### src/rtl/puf_resp_ctrl.sv
// Challenge sequencer for the 16-RO PUF bit cell: walks NUM_BITS RO pairs and assembles the response word.
// Optional measurement watchdog is built when PUF_RESP_CTRL_TIMEOUT_EN is defined.
module puf_resp_ctrl #(
    parameter int NUM_BITS       = 8,
    parameter int SETTLE_CYCLES  = 4,
    parameter int TIMEOUT_CYCLES = 4096
) (
    input  logic                clk_i,
    input  logic                rst_i,
    input  logic                start_i,
    input  logic [7:0]          challenge_i,
    output logic                busy_o,
    output logic                done_o,
    output logic                err_o,
    output logic [NUM_BITS-1:0] response_o,
    output logic                puf_rst_o,
    output logic [3:0]          sel1_o,
    output logic [3:0]          sel2_o,
    input  logic                finish_i,
    input  logic                puf_bit_i
);

    typedef enum logic [2:0] {
        ST_IDLE,
        ST_ARM,
        ST_MEASURE,
        ST_CAPTURE,
        ST_FINISH
    } state_t;

    localparam int SETTLE_W = (SETTLE_CYCLES > 1) ? $clog2(SETTLE_CYCLES) : 1;
    localparam logic [SETTLE_W-1:0] SETTLE_LAST = SETTLE_W'(SETTLE_CYCLES - 1);
    localparam logic [3:0] K_LAST = 4'(NUM_BITS - 1);

    state_t                state_q, state_d;
    logic [3:0]            k_q, k_d;
    logic [3:0]            base1_q, base1_d;
    logic [3:0]            base2_q, base2_d;
    logic [SETTLE_W-1:0]   settle_q, settle_d;
    logic                  blank_q, blank_d;
    logic                  rej_q, rej_d;
    logic                  busy_q, busy_d;
    logic                  done_q, done_d;
    logic                  err_q, err_d;
    logic [NUM_BITS-1:0]   resp_q, resp_d;
    logic                  puf_rst_q, puf_rst_d;
    logic [3:0]            sel1_q, sel1_d;
    logic [3:0]            sel2_q, sel2_d;
    logic                  tmo_hit;

`ifdef PUF_RESP_CTRL_TIMEOUT_EN
    localparam int TMO_W = $clog2(TIMEOUT_CYCLES + 1);
    localparam logic [TMO_W-1:0] TMO_LAST = TMO_W'(TIMEOUT_CYCLES - 1);

    logic [TMO_W-1:0] tmo_q, tmo_d;

    // Counts every MEASURE cycle of the current bit, blanking included.
    always_comb begin
        tmo_d = tmo_q;
        if (state_q == ST_ARM) begin
            tmo_d = '0;
        end else if (state_q == ST_MEASURE) begin
            tmo_d = tmo_q + 1'b1;
        end
    end

    always_ff @(posedge clk_i) begin
        if (rst_i) begin
            tmo_q <= '0;
        end else begin
            tmo_q <= tmo_d;
        end
    end

    assign tmo_hit = (state_q == ST_MEASURE) && (tmo_q == TMO_LAST);
`else
    assign tmo_hit = 1'b0;

    generate
        if (TIMEOUT_CYCLES < 1) begin : g_tmo_unused
        end
    endgenerate
`endif

    always_comb begin
        state_d   = state_q;
        k_d       = k_q;
        base1_d   = base1_q;
        base2_d   = base2_q;
        settle_d  = settle_q;
        blank_d   = blank_q;
        rej_d     = rej_q;
        busy_d    = busy_q;
        done_d    = 1'b0;
        err_d     = err_q;
        resp_d    = resp_q;
        puf_rst_d = puf_rst_q;
        sel1_d    = sel1_q;
        sel2_d    = sel2_q;

        case (state_q)
            ST_IDLE: begin
                puf_rst_d = 1'b1;
                busy_d    = 1'b0;
                if (start_i) begin
                    base1_d = challenge_i[3:0];
                    base2_d = challenge_i[7:4];
                    resp_d  = '0;
                    k_d     = 4'd0;
                    busy_d  = 1'b1;
                    if (challenge_i[3:0] == challenge_i[7:4]) begin
                        // Same RO on both sides gives no entropy; reject without measuring.
                        err_d   = 1'b1;
                        rej_d   = 1'b1;
                        state_d = ST_FINISH;
                    end else begin
                        err_d    = 1'b0;
                        sel1_d   = challenge_i[3:0];
                        sel2_d   = challenge_i[7:4];
                        settle_d = '0;
                        state_d  = ST_ARM;
                    end
                end
            end

            ST_ARM: begin
                puf_rst_d = 1'b1;
                if (settle_q == SETTLE_LAST) begin
                    puf_rst_d = 1'b0;
                    blank_d   = 1'b1;
                    state_d   = ST_MEASURE;
                end else begin
                    settle_d = settle_q + 1'b1;
                end
            end

            ST_MEASURE: begin
                blank_d = 1'b0;
                if (!blank_q && finish_i) begin
                    puf_rst_d = 1'b1;
                    state_d   = ST_CAPTURE;
                end else if (tmo_hit) begin
                    puf_rst_d = 1'b1;
                    err_d     = 1'b1;
                    done_d    = 1'b1;
                    busy_d    = 1'b0;
                    state_d   = ST_FINISH;
                end
            end

            ST_CAPTURE: begin
                puf_rst_d = 1'b1;
                for (int i = 0; i < NUM_BITS; i++) begin
                    if (k_q == 4'(i)) begin
                        resp_d[i] = puf_bit_i;
                    end
                end
                if (k_q == K_LAST) begin
                    done_d  = 1'b1;
                    busy_d  = 1'b0;
                    state_d = ST_FINISH;
                end else begin
                    k_d      = k_q + 4'd1;
                    sel1_d   = base1_q + k_q + 4'd1;
                    sel2_d   = base2_q + k_q + 4'd1;
                    settle_d = '0;
                    state_d  = ST_ARM;
                end
            end

            ST_FINISH: begin
                puf_rst_d = 1'b1;
                if (rej_q) begin
                    // Rejected runs spend one extra cycle here so done lands at cycle 2.
                    rej_d  = 1'b0;
                    done_d = 1'b1;
                    busy_d = 1'b0;
                end else begin
                    busy_d  = 1'b0;
                    state_d = ST_IDLE;
                end
            end

            default: begin
                state_d = ST_IDLE;
            end
        endcase
    end

    always_ff @(posedge clk_i) begin
        if (rst_i) begin
            state_q   <= ST_IDLE;
            k_q       <= 4'd0;
            base1_q   <= 4'd0;
            base2_q   <= 4'd0;
            settle_q  <= '0;
            blank_q   <= 1'b0;
            rej_q     <= 1'b0;
            busy_q    <= 1'b0;
            done_q    <= 1'b0;
            err_q     <= 1'b0;
            resp_q    <= '0;
            puf_rst_q <= 1'b1;
            sel1_q    <= 4'd0;
            sel2_q    <= 4'd0;
        end else begin
            state_q   <= state_d;
            k_q       <= k_d;
            base1_q   <= base1_d;
            base2_q   <= base2_d;
            settle_q  <= settle_d;
            blank_q   <= blank_d;
            rej_q     <= rej_d;
            busy_q    <= busy_d;
            done_q    <= done_d;
            err_q     <= err_d;
            resp_q    <= resp_d;
            puf_rst_q <= puf_rst_d;
            sel1_q    <= sel1_d;
            sel2_q    <= sel2_d;
        end
    end

    assign busy_o     = busy_q;
    assign done_o     = done_q;
    assign err_o      = err_q;
    assign response_o = resp_q;
    assign puf_rst_o  = puf_rst_q;
    assign sel1_o     = sel1_q;
    assign sel2_o     = sel2_q;

endmodule
### config.mk
export PLATFORM = sky130hd
export DESIGN_NAME = puf_resp_ctrl
export DESIGN_NICKNAME = d
export VERILOG_FILES = /design/src/rtl/puf_resp_ctrl.sv
export SDC_FILE = /design/constraint.sdc
export NUM_CORES = 1
export LEC_CHECK = 0
export CAP_MARGIN = 20
export CORE_UTILIZATION = 53
export DETAILED_ROUTE_END_ITERATION = 16
export PLACE_DENSITY = 0.83
export SYNTH_ARGS = -nofsm -noshare
export SYNTH_HDL_FRONTEND = slang
export SYNTH_SLANG_ARGS = --single-unit
### constraint.sdc
create_clock -name clk_i -period 1.9 [get_ports clk_i]
set_input_delay 0.475 -clock clk_i [delete_from_list [all_inputs] [get_ports clk_i]]
set_output_delay 0.475 -clock clk_i [all_outputs]
set_load 0.02 [all_outputs]
After elaboration in Yosys (flattened, before gate mapping)
Index checks and enable logic that the tools add are counted.

Flip-flop bits (word level): 39. Bits in latches: 0. Memory bits (writable): 0. Memory bits (read-only): 0. Input port bits: 13. Output and inout bits: 20. Logic and storage cells: 132. Memories: 0.

Add/sub/neg operators: 6. Multipliers: 0. Div/mod/pow operators: 0. Magnitude comparators: 0. Equal/unequal tests: 29. Shifts and indexed selects: 0. Multiplexer cells: 48. Bitwise operators: 0. Reduce and logical (&&, ||, !) cells: 28.

Operators with widths (number): 4-bit two-way mux (8); 2-bit inequality test, second input constant (16); 3-bit AND reduction (10); 4-bit case mux with 2 select lines (3); 1-bit two-way mux (18); 3-bit two-way mux (6); 4-bit by 3-bit equality test with 1-bit output, second input constant (4); 8-bit case mux with 2 select lines (1); 3-bit case mux with 5 select lines (1); 4-bit by 1-bit adder with 4-bit output, second input constant (3); 3-bit nonzero test (3); 4-bit adder (2); 4-bit by 2-bit equality test with 1-bit output, second input constant (2); 2-bit two-way mux (4); 8-bit two-way mux (1); 2-bit AND reduction (4); 4-bit AND reduction (2); 3-bit by 2-bit equality test with 1-bit output, second input constant (2); 1-bit case mux with 2 select lines (3); 1-bit case mux with 3 select lines (2); 2-bit case mux with 3 select lines (1); 2-bit nonzero test (3); 5-bit AND reduction (1); 4-bit by 1-bit equality test with 1-bit output, second input constant (1); other kinds (10) (10).

Depth between registers and ports, before layout
Gate-level depths: netlist of the first run.

Depth in word-level cells: 4. Depth in mapped cells: 7. Depth with buffers taken out: 7.

Worst setup path after synthesis of the first run
OpenSTA, ideal clock, no wires.

Path kind: in2reg. From: input challenge_i[7]. To: register sel1_q[2], in the netlist sel1_o[2]. Library setup time: 123 ps. Arrival time: 1662 ps. Data required time: 1777 ps. Setup slack: 114 ps. Stages: 5. Buffers on the path: 1. Cells stage by stage: xor2_1 > nor4_4 > a211o_1 > buf_4 > mux2_1.

Word-level cells in the longest chain between the ends: 3.

Ends and longest elaborated chain: start, declared (line 11) `input logic [7:0] challenge_i,`; 4-bit equality test (line 111) `if (challenge_i[3:0] == challenge_i[7:4]) begin`; 2-bit inequality test (no source line); 4-bit AND reduction (no source line); end signal, assigned (line 219) `sel1_q <= sel1_d;`; end, declared (line 47) `logic [3:0] sel1_q, sel1_d;`.

No other way between the ends. A chain may end at the register's enable or synchronous reset.

Worst setup path after layout of the first run
From: input challenge_i[4]. To: register sel2_q[2], in the netlist sel2_o[2].

Word-level cells in the longest chain between the ends: 3.

Ends and longest elaborated chain: 4-bit equality test (line 111); 2-bit inequality test (no source line); 4-bit AND reduction (no source line); end signal, assigned (line 220) `sel2_q <= sel2_d;`; end, declared (line 48) `logic [3:0] sel2_q, sel2_d;`.

No other way between the ends.

==> results of run 1 <==
-- kinds of logic after synthesis --
group | synth area share [%]
flops | 36.4
fa+ha+maj | 8.28
compound gates | 15.1
simple gates | 23.6
buf+inv | 4.38
xor+xnor | 3.27
mux | 9.04
-- per-stage QoR --
stage               hold WS, ns  setup WS [ns]  setup TNS [ns]  total power [mW]  area (um2)
CTS                       0.460        0.00921               0              2.40        2860
floorplan                 0.436          0.114               0              1.39        2140
detailed placement        0.448         -0.357           -5.26              1.66        2720
global placement          0.445         -0.317           -4.98              1.64        2720
finish                    0.461         0.0737               0              2.42        2890
global route              0.473       -0.00678        -0.00997              2.53        2890
-- worst min-delay path, stage by stage (launching register included) --
cell	delay (ns)
dfxtp_1	0.31
nand2_1	0.05
a21oi_1	0.06
-- cells in the mapped netlist, types with 2 or more instances --
cell type / number / area share, %
nand2_1: 40 / 7.0
dfxtp_1: 39 / 36
a21oi_1: 21 / 4.9
mux2i_1: 16 / 7.5
nor2_1: 14 / 2.5
ha_1: 11 / 6.4
nand2b_1: 9 / 2.6
inv_1: 8 / 1.4
clkbuf_1: 7 / 1.2
nand3b_1: 6 / 2.1
o21ai_1: 6 / 1.4
a211o_1: 5 / 2.0
a211oi_1: 4 / 1.4
nor2b_1: 4 / 1.2
xnor2_1: 4 / 1.6
xor2_1: 4 / 1.6
buf_2: 3 / 0.70
mux2_1: 3 / 1.6
o21ai_0: 3 / 0.70
and3b_1: 2 / 0.82
and4_1: 2 / 0.82
fa_1: 2 / 1.9
nand3_1: 2 / 0.47
nor3_1: 2 / 0.47
o22ai_1: 2 / 0.58
or4_1: 2 / 0.70
-- area by class of cell --
class,instances,area [um2]
clock buffer,6,82.6
clock inverter,2,35.0
fill,267,878
inverter,8,30.0
multi-input combinational,182,1310
sequential,39,781
tap,48,60.1
timing repair buffer,63,594
-- sequential cells by signal, summed over array words and instances, names as in the netlist --
signal / count
busy_o: 1
rej_q: 1
sel1_o: 4
puf_rst_o: 1
settle_q: 2
err_o: 1
base1_q: 4
sel2_o: 4
k_q: 4
base2_q: 4
state_q: 3
blank_q: 1
done_o: 1
response_o: 8
-- routing by layer --
layer | global-route usage, % | vias to the layer above | wire length (um)
li1 | - | 951 | -
met1 | 33.3 | 948 | 2300
met2 | 43.0 | 52 | 2510
met3 | 4.34 | 13 | 193
met4 | 12.8 | 0 | 135
met5 | 0 | - | 0
-- power groups by stage --
stage / Clock [mW] / Combinational, mW / Sequential, mW
finish: 0.732 / 0.737 / 0.955
global route: 0.768 / 0.800 / 0.967
global placement: 0 / 0.671 / 0.965
detailed placement: 0 / 0.692 / 0.968
floorplan: 0 / 0.399 / 0.993
CTS: 0.731 / 0.719 / 0.951
-- worst max path at each step --
stage,end,cells after the start
5_1_grt,settle_q[1],6
6_report,sel2_o[2],5
3_3_place_gp,settle_q[1],6
3_5_place_dp,settle_q[1],6
2_1_floorplan,sel1_o[2],5
4_1_cts,sel1_o[2],5
-- repair_timing --
item                       CTS  global route
setup endpoints to repair    2            19
setup buffers                0             0
pin swaps                    0             4
gates resized for setup      3             8
cloned                       0             0
hold endpoints to repair     0             0
==> results.json, run 1 <==
{
  "hold_buffers": 0,
  "crit_path_max_fanout": 4,
  "syn_avg_cell_area_um2": 8.86,
  "power.leakage_nw": 1.21,
  "layout-drive-gt1-share_pct": 17.0,
  "clk_pin_slew_ns": 0.08,
  "slew_headroom_pct": 66.0,
  "hpwl_um": 3690,
  "pwr-share-seq_pct": 39.4,
  "synth_area_um2": 2140,
  "maxCapViolCount": 0,
  "critPathCaptureType": "flop",
  "powerDensity_nw_per_um2": 838,
  "period_minus_slack_ns": 1.83,
  "grt_pass1_wl_um": 8510,
  "core_area_um2": 3770,
  "synth-warning-count": 0,
  "timing.rr.end": "sel1_o[3]",
  "final_cell_mix": "nand2_1, dfxtp_1, buf_4, clkdlybuf4s50_1, a21oi_1",
  "postLayoutCoreUtil_pct": 76.7,
  "power_frac_comb_pct": 30.4,
  "final_common_cell": "nand2_1",
  "cts_sinks": 39,
  "grt_max_degree": 23,
  "n_antenna_cell": 0,
  "cpMaxStageDelayCell": "clkdlybuf4s50_1",
  "drt_iter0_markers": 145,
  "grt_usage_pct": 26.3,
  "intPower_mw": 1.68,
  "synth-edff-count": 0,
  "pwr-share-clk_pct": 30.2,
  "routedWlPerCell_um": 14.8,
  "crit_chain": "clkdlybuf4s50_1 > xor2_1 > nor4_4 > a211o_1 > mux2_1",
  "crit_path_start_kind": "input pin",
  "drt_wl_total_um": 5140,
  "setup_viol": 0,
  "final_cell_count_no_fill": 348,
  "fin_nets": 325,
  "ios": 33,
  "rows": 22,
  "yosysUniqueCellTypes": 47,
  "min_from": "base1_q[0]",
  "r2r_setup_slack_ns": 0.10,
  "num_vias": 1964,
  "cts_tree": "yes",
  "fin_crit_sh_pct": 96.1,
  "insertion_delay_ns": 0.30,
  "overflow": 0,
  "first_pass_iters": 4,
  "drv_slew": 0,
  "dieHeight_um": 65.6,
  "path_buf_inv": 1,
  "hold_end": "base1_q[0]",
  "die_w_um": 65.6,
  "drc": 0,
  "htreeDepth": 2,
  "synthCells": 242,
  "worst-setup-path-type": "in2reg",
  "grt_pass1_vias": 1810,
  "numCtsBuffers": 5,
  "async_reset_ff_share_pct": 0,
  "rsz0062_at_grt": "true",
  "hold_path_depth": 2,
  "worst_pin_slew_ns": 0.508,
  "cp.arrival_ns": 2.02,
  "cpPeakStageDelay_ns": 0.43,
  "die_area_um2": 4300,
  "synth-seq-cells": 39,
  "clock_skew_ns": 0.00714,
  "place_inst": 340,
  "run_status": "completed",
  "area_delta_synth_final_pct": 34.9,
  "power_switching_uw": 743,
  "clock.fmax_mhz": 548,
  "reg2reg_depth": 5,
  "irDropWorstVdd_mv": 0.574,
  "vias_per_cell": 5.64,
  "numPortBuffers": 32,
  "cts_buffer_depth": 2,
  "synthFlopType": "dfxtp_1",
  "cpLargestDelayFamily": "buffers and inverters",
  "rr_startpoint": "state_q[2]",
  "antenna_found_initial": 0,
  "hold_path.class": "reg2reg",
  "synthesis.nets": 268,
  "cts_root_buffer": "clkbuf_8",
  "sw_frac_of_total_pct": 30.7,
  "hold_viol_final": 0,
  "floorplan.initialDensity_pct": 56.9,
  "seq_area_frac_synth_pct": 36.4,
  "gp_congestion": 0.891,
  "worstPathRequired_ns": 2.10,
  "worstSetupStartpoint": "challenge_i[4]",
  "antenna_left": 0
}
(Power assumes the default switching activity.)
==> inputs of run 2 (changes only) <==
--- a/config.mk
+++ b/config.mk
@@ -9,6 +9,7 @@
 export CORE_UTILIZATION = 53
 export DETAILED_ROUTE_END_ITERATION = 16
 export PLACE_DENSITY = 0.83
+export RECOVER_POWER = 100
 export SYNTH_ARGS = -nofsm -noshare
 export SYNTH_HDL_FRONTEND = slang
 export SYNTH_SLANG_ARGS = --single-unit
==> run 2 against run 1 <==
Effect of this change: non-clock buffer count unchanged; flip-flop and latch count unchanged; first-iteration DRC count decreased by 20%; sequential share of layout area increased by 0.25 points; global-route usage unchanged; die area unchanged; largest power group unchanged; clock-buffer cell count unchanged; critical path depth unchanged; fmax decreased by 2.1%.
==> results.json, run 2 (synthesized netlist as in run 1, its figures left out) <==
{
  "maxCapViolCount": 0,
  "antenna_found_initial": 0,
  "hold_viol_final": 0,
  "grt_usage_pct": 26.3,
  "place_ws_ns": -0.357,
  "clock.fmax_mhz": 536,
  "drt_iter0_markers": 116,
  "fin_nets": 325,
  "rr_startpoint": "state_q[2]",
  "place_inst": 340,
  "grt_max_degree": 23,
  "num_vias": 1965,
  "irDropWorstVdd_mv": 0.573,
  "worst-setup-path-type": "reg2reg",
  "min_from": "err_o",
  "die_w_um": 65.6,
  "clock_skew_ns": 0.00778,
  "fin_ws_ns": 0.0351,
  "hold_buffers": 0,
  "final_cell_mix": "nand2_1, dfxtp_1, buf_4, a21oi_1, dlygate4sd3_1",
  "cp.arrival_ns": 2.06,
  "finalInstanceArea_um2": 2870,
  "worst_pin_slew_ns": 0.492,
  "path_buf_inv": 1,
  "final_common_cell": "nand2_1",
  "post_dp_cell_area_um2": 2720,
  "rsz0062_at_grt": "true",
  "multi_input_area_um2": 1300,
  "grt_pass1_vias": 1810,
  "drc": 0,
  "period_minus_slack_ns": 1.86,
  "antenna_left": 0,
  "nFillCells": 274,
  "crit_chain": "buf_4 > nor4b_2 > nor2_1 > a211o_1 > mux2_1",
  "pwr-share-clk_pct": 30.6,
  "worstPathRequired_ns": 2.09,
  "cts_root_buffer": "clkbuf_8",
  "ios": 33,
  "power_frac_comb_pct": 29.6,
  "first_pass_iters": 4,
  "n_antenna_cell": 0,
  "drt_wl_total_um": 5150,
  "crit_path_max_fanout": 8,
  "critPathCaptureType": "flop",
  "routedWlPerCell_um": 14.8,
  "seq_area_um2": 781,
  "run_status": "completed",
  "setup_viol": 0,
  "power_switching_uw": 737,
  "slew_headroom_pct": 67.0,
  "area_delta_synth_final_pct": 33.7,
  "drv_slew": 0,
  "gp_congestion": 0.891,
  "hold_path.class": "reg2reg",
  "crit_path_start_kind": "flop",
  "pwr-share-seq_pct": 39.8,
  "hpwl_um": 3690,
  "layout-drive-gt1-share_pct": 15.7,
  "cts_sinks": 39,
  "worstSetupStartpoint": "state_q[2]",
  "clk_pin_slew_ns": 0.08,
  "tns_ns": 0,
  "cts_buffer_depth": 2,
  "powerDensity_nw_per_um2": 834,
  "dieHeight_um": 65.6,
  "numPortBuffers": 32,
  "largest_reg_flops": 8,
  "fin_crit_sh_pct": 98.2,
  "final_cell_count_no_fill": 348,
  "overflow": 0,
  "cts_tree": "yes",
  "grt_pass1_wl_um": 8510,
  "htreeDepth": 2,
  "rows": 22,
  "core_area_um2": 3770,
  "floorplan.initialDensity_pct": 56.9,
  "power.leakage_nw": 1.25,
  "intPower_mw": 1.65,
  "numCtsBuffers": 5,
  "cpPeakStageDelay_ns": 0.40,
  "die_area_um2": 4300,
  "cpLargestDelayFamily": "simple AND/OR/NAND/NOR gates",
  "sw_frac_of_total_pct": 30.8,
  "insertion_delay_ns": 0.30,
  "vias_per_cell": 5.65,
  "cpMaxStageDelayCell": "dfxtp_1"
}
==> run 2: cell count changes in the layout (fill, tap and decap cells not counted) <==
cell,before,now
clkdlybuf4s50_1,27,7
nor4b_4,1,0
nor4b_2,0,1
clkbuf_1,0,3
o21ai_1,6,4
dlygate4sd3_1,0,20
o21ai_0,3,5
mux2_1,2,3
clkbuf_2,0,1
mux2_4,1,0
buf_4,28,24
==> run 2: stage by stage <==
step           util (%)  power, mW  hold slack, ns
5_1_grt            76.0       2.50           0.473
3_5_place_dp       72.1       1.66           0.448
3_3_place_gp       72.1       1.64           0.445
2_1_floorplan         -       1.39           0.436
6_report           76.0       2.39           0.458
4_1_cts            75.9       2.40           0.460
==> run 2: worst paths after layout <==
check | cells after the start | endpoint | slack [ns]
hold / removal | 2 | err_o | 0.46
setup reg to reg | 5 | sel1_o[2] | 0.04
setup / recovery | 5 | sel1_o[2] | 0.04
hold reg to reg | 2 | err_o | 0.46
==> run 2: worst register-to-register path: stages (launching register included) <==
cell and delay [ns]:
dfxtp_1 0.40, buf_4 0.21, nor4b_2 0.34, nor2_1 0.16, a211o_1 0.32, mux2_1 0.33
==> run 2: layout make-up <==
cell class / count / area share (%)
clock buffers: 6 / 2.88
clock inverters: 2 / 1.22
inverters: 8 / 1.05
multi-input cells: 182 / 45.3
flip-flops and latches: 39 / 27.2
well taps: 48 / 2.10
repair buffers: 63 / 20.3
==> run 2: repair_timing <==
action / CTS / global route
resized for setup: 3 / 8
endpoints found under the setup margin: 2 / 19
pin swaps: 0 / 4
buffers inserted: 0 / 0
==> run 2: power by group through the flow <==
stage,registers (mW),logic [mW],clock network [mW]
CTS,0.951,0.719,0.731
detailed placement,0.968,0.692,0
global route,0.963,0.770,0.768
floorplan,0.993,0.399,0
finish,0.950,0.707,0.732
global placement,0.965,0.671,0
==> run 2: routing by layer <==
layer,wire length (um),global-route usage (%),up-vias
met1,2320,33.3,943
met4,133,12.8,0
met3,201,4.34,13
met5,0,0,-
met2,2490,43.0,52
li1,-,-,957
==> edit: new RTL, settings of run 1 <==
Register the inputs `start_i`, `challenge_i`, `finish_i` and `puf_bit_i` before use, cleared by the reset. The logic sees them one clock later.
--- a/src/rtl/puf_resp_ctrl.sv
+++ b/src/rtl/puf_resp_ctrl.sv
@@ -32,6 +32,25 @@
     localparam logic [SETTLE_W-1:0] SETTLE_LAST = SETTLE_W'(SETTLE_CYCLES - 1);
     localparam logic [3:0] K_LAST = 4'(NUM_BITS - 1);
 
+    logic start_q;
+    logic [7:0] challenge_q;
+    logic finish_q;
+    logic puf_bit_q;
+
+    always_ff @(posedge clk_i) begin
+        if (rst_i) begin
+            start_q     <= '0;
+            challenge_q <= '0;
+            finish_q    <= '0;
+            puf_bit_q   <= '0;
+        end else begin
+            start_q     <= start_i;
+            challenge_q <= challenge_i;
+            finish_q    <= finish_i;
+            puf_bit_q   <= puf_bit_i;
+        end
+    end
+
     state_t                state_q, state_d;
     logic [3:0]            k_q, k_d;
     logic [3:0]            base1_q, base1_d;
@@ -102,21 +121,21 @@
             ST_IDLE: begin
                 puf_rst_d = 1'b1;
                 busy_d    = 1'b0;
-                if (start_i) begin
-                    base1_d = challenge_i[3:0];
-                    base2_d = challenge_i[7:4];
+                if (start_q) begin
+                    base1_d = challenge_q[3:0];
+                    base2_d = challenge_q[7:4];
                     resp_d  = '0;
                     k_d     = 4'd0;
                     busy_d  = 1'b1;
-                    if (challenge_i[3:0] == challenge_i[7:4]) begin
+                    if (challenge_q[3:0] == challenge_q[7:4]) begin
                         // Same RO on both sides gives no entropy; reject without measuring.
                         err_d   = 1'b1;
                         rej_d   = 1'b1;
                         state_d = ST_FINISH;
                     end else begin
                         err_d    = 1'b0;
-                        sel1_d   = challenge_i[3:0];
-                        sel2_d   = challenge_i[7:4];
+                        sel1_d   = challenge_q[3:0];
+                        sel2_d   = challenge_q[7:4];
                         settle_d = '0;
                         state_d  = ST_ARM;
                     end
@@ -136,7 +155,7 @@
 
             ST_MEASURE: begin
                 blank_d = 1'b0;
-                if (!blank_q && finish_i) begin
+                if (!blank_q && finish_q) begin
                     puf_rst_d = 1'b1;
                     state_d   = ST_CAPTURE;
                 end else if (tmo_hit) begin
@@ -152,7 +171,7 @@
                 puf_rst_d = 1'b1;
                 for (int i = 0; i < NUM_BITS; i++) begin
                     if (k_q == 4'(i)) begin
-                        resp_d[i] = puf_bit_i;
+                        resp_d[i] = puf_bit_q;
                     end
                 end
                 if (k_q == K_LAST) begin
Behaviour: not the same (Yosys sat finds a counterexample within 4 cycles, from zero or initial values and one cycle with rst_i high).
==> edit against run 1 <==
  * Worst setup slack got worse by 0.013 ns
  * Wire length decreased by 1.4%
  * Synthesized area is 16% higher
  * Cell area up 6.1%
  * Sequential cell count increased by 11
  * Global-route usage shrank 5.0 points
  * Largest cell class unchanged
Power is not compared: it rests on default switching activity, and its combinational part moved more than twofold at a synthesized area within 25%.
==> edit: results <==
metrics = {
    "status": {
        "outcome": "finished clean",
    },
    "drt": {
        "drt-initial-drc-count": 116,
        "routed-wl-met2_um": 2320,
        "wl_met3_um": 278,
        "dr_total_vias": 2026,
        "wl_met1_um": 2410,
        "drt-total-wl_um": 5060,
        "wl_per_cell_um": 13.6,
    },
    "synthesis": {
        "synth.distinct_cells": 46,
        "synth-xor-area-share_pct": 2.83,
        "synth_compound_area_share_pct": 13.5,
        "yosys-top-cells-area": "dfxtp_1, nand2_1, mux2i_1",
        "synth_mux_area_share_pct": 8.12,
        "yosysSeqAreaShare_pct": 40.4,
        "mappedNetlistNets": 302,
        "synth-adder-area-share_pct": 7.16,
        "netlist_instances": 276,
        "ys_top_cells_by_count": "dfxtp_1, nand2_1, a21oi_1",
    },
    "global_route": {
        "grtUsageMet2_pct": 34.0,
        "use_met1_pct": 28.5,
        "grt_pass1_vias": 1948,
        "use_met3_pct": 4.04,
        "grtUsageTotal_pct": 21.3,
    },
    "finish": {
        "buf_share_pct": 15.6,
        "n_all_inverters": 9,
        "num-multi-input-gates": 200,
        "clk_share_pct": 3.71,
        "drive_above_1_share_pct": 12.8,
        "fillers": 342,
        "sh_seq_area_pct": 32.7,
        "layout.nets": 345,
        "multi_input_area_share_pct": 44.8,
        "buffers": 53,
        "diodes": 0,
        "syn2layout_area_growth_pct": 23.8,
    },
    "placement": {
        "placed_cell_area_mm2": 0.00294,
        "placedCellCount": 364,
        "dp_slack_ns": 0.0970,
        "hpwlAfterDp_um": 3770,
        "place_congestion": 0.945,
    },
    "setup_path": {
        "cp.arrival_ns": 2.04,
        "crit_path_start": "start_q",
        "worst-path-max-fanout": 5,
        "cp_top_family": "compound AO/OA/AOI/OAI gates",
        "crit_slowest_cell": "or3b_4",
    },
    "timing": {
        "skew_ns": 0.00948,
        "worst_pin_slew_ns": 0.495,
    },
    "cts": {
        "clkSlewWorstSetupHoldPaths_ns": 0.10,
        "cts.sinks": 50,
    },
    "min_path": {
        "min_from": "err_o",
    },
    "floorplan": {
        "die_width_um": 70.4,
    },
}
==> edit: power by group through the flow <==
stage,Combinational [uW],Sequential (uW),Clock [uW]
after CTS,256,1100,758
after detailed placement,255,1120,0
after global placement,250,1120,0
final,262,1100,746
after global routing,284,1110,802
after floorplan,158,1130,0
==> edit: timing repair <==
action | 4_1_cts | 5_1_grt
resized for setup | 0 | 3
hold buffers | 0 | 0
setup endpoints to repair | 0 | 10
==> edit: worst paths after layout <==
path | depth (start not counted) | to | slack [ns]
setup reg to reg | 4 | sel1_o[2] | 0.06
hold reg to reg | 2 | err_o | 0.46
setup / recovery | 4 | sel1_o[2] | 0.06
hold / removal | 2 | err_o | 0.46
==> edit: kinds of logic (layout without fill, tap and decap cells) <==
group                      after synthesis  in the layout
and+or+nand+nor                        111            111
DFF                                     50             50
AOI/OAI and AO/OA                       49             49
buffers and inverters                   26             70
muxes                                   19             19
adders and majority gates               13             13
xor gates and xnor gates                 8              8
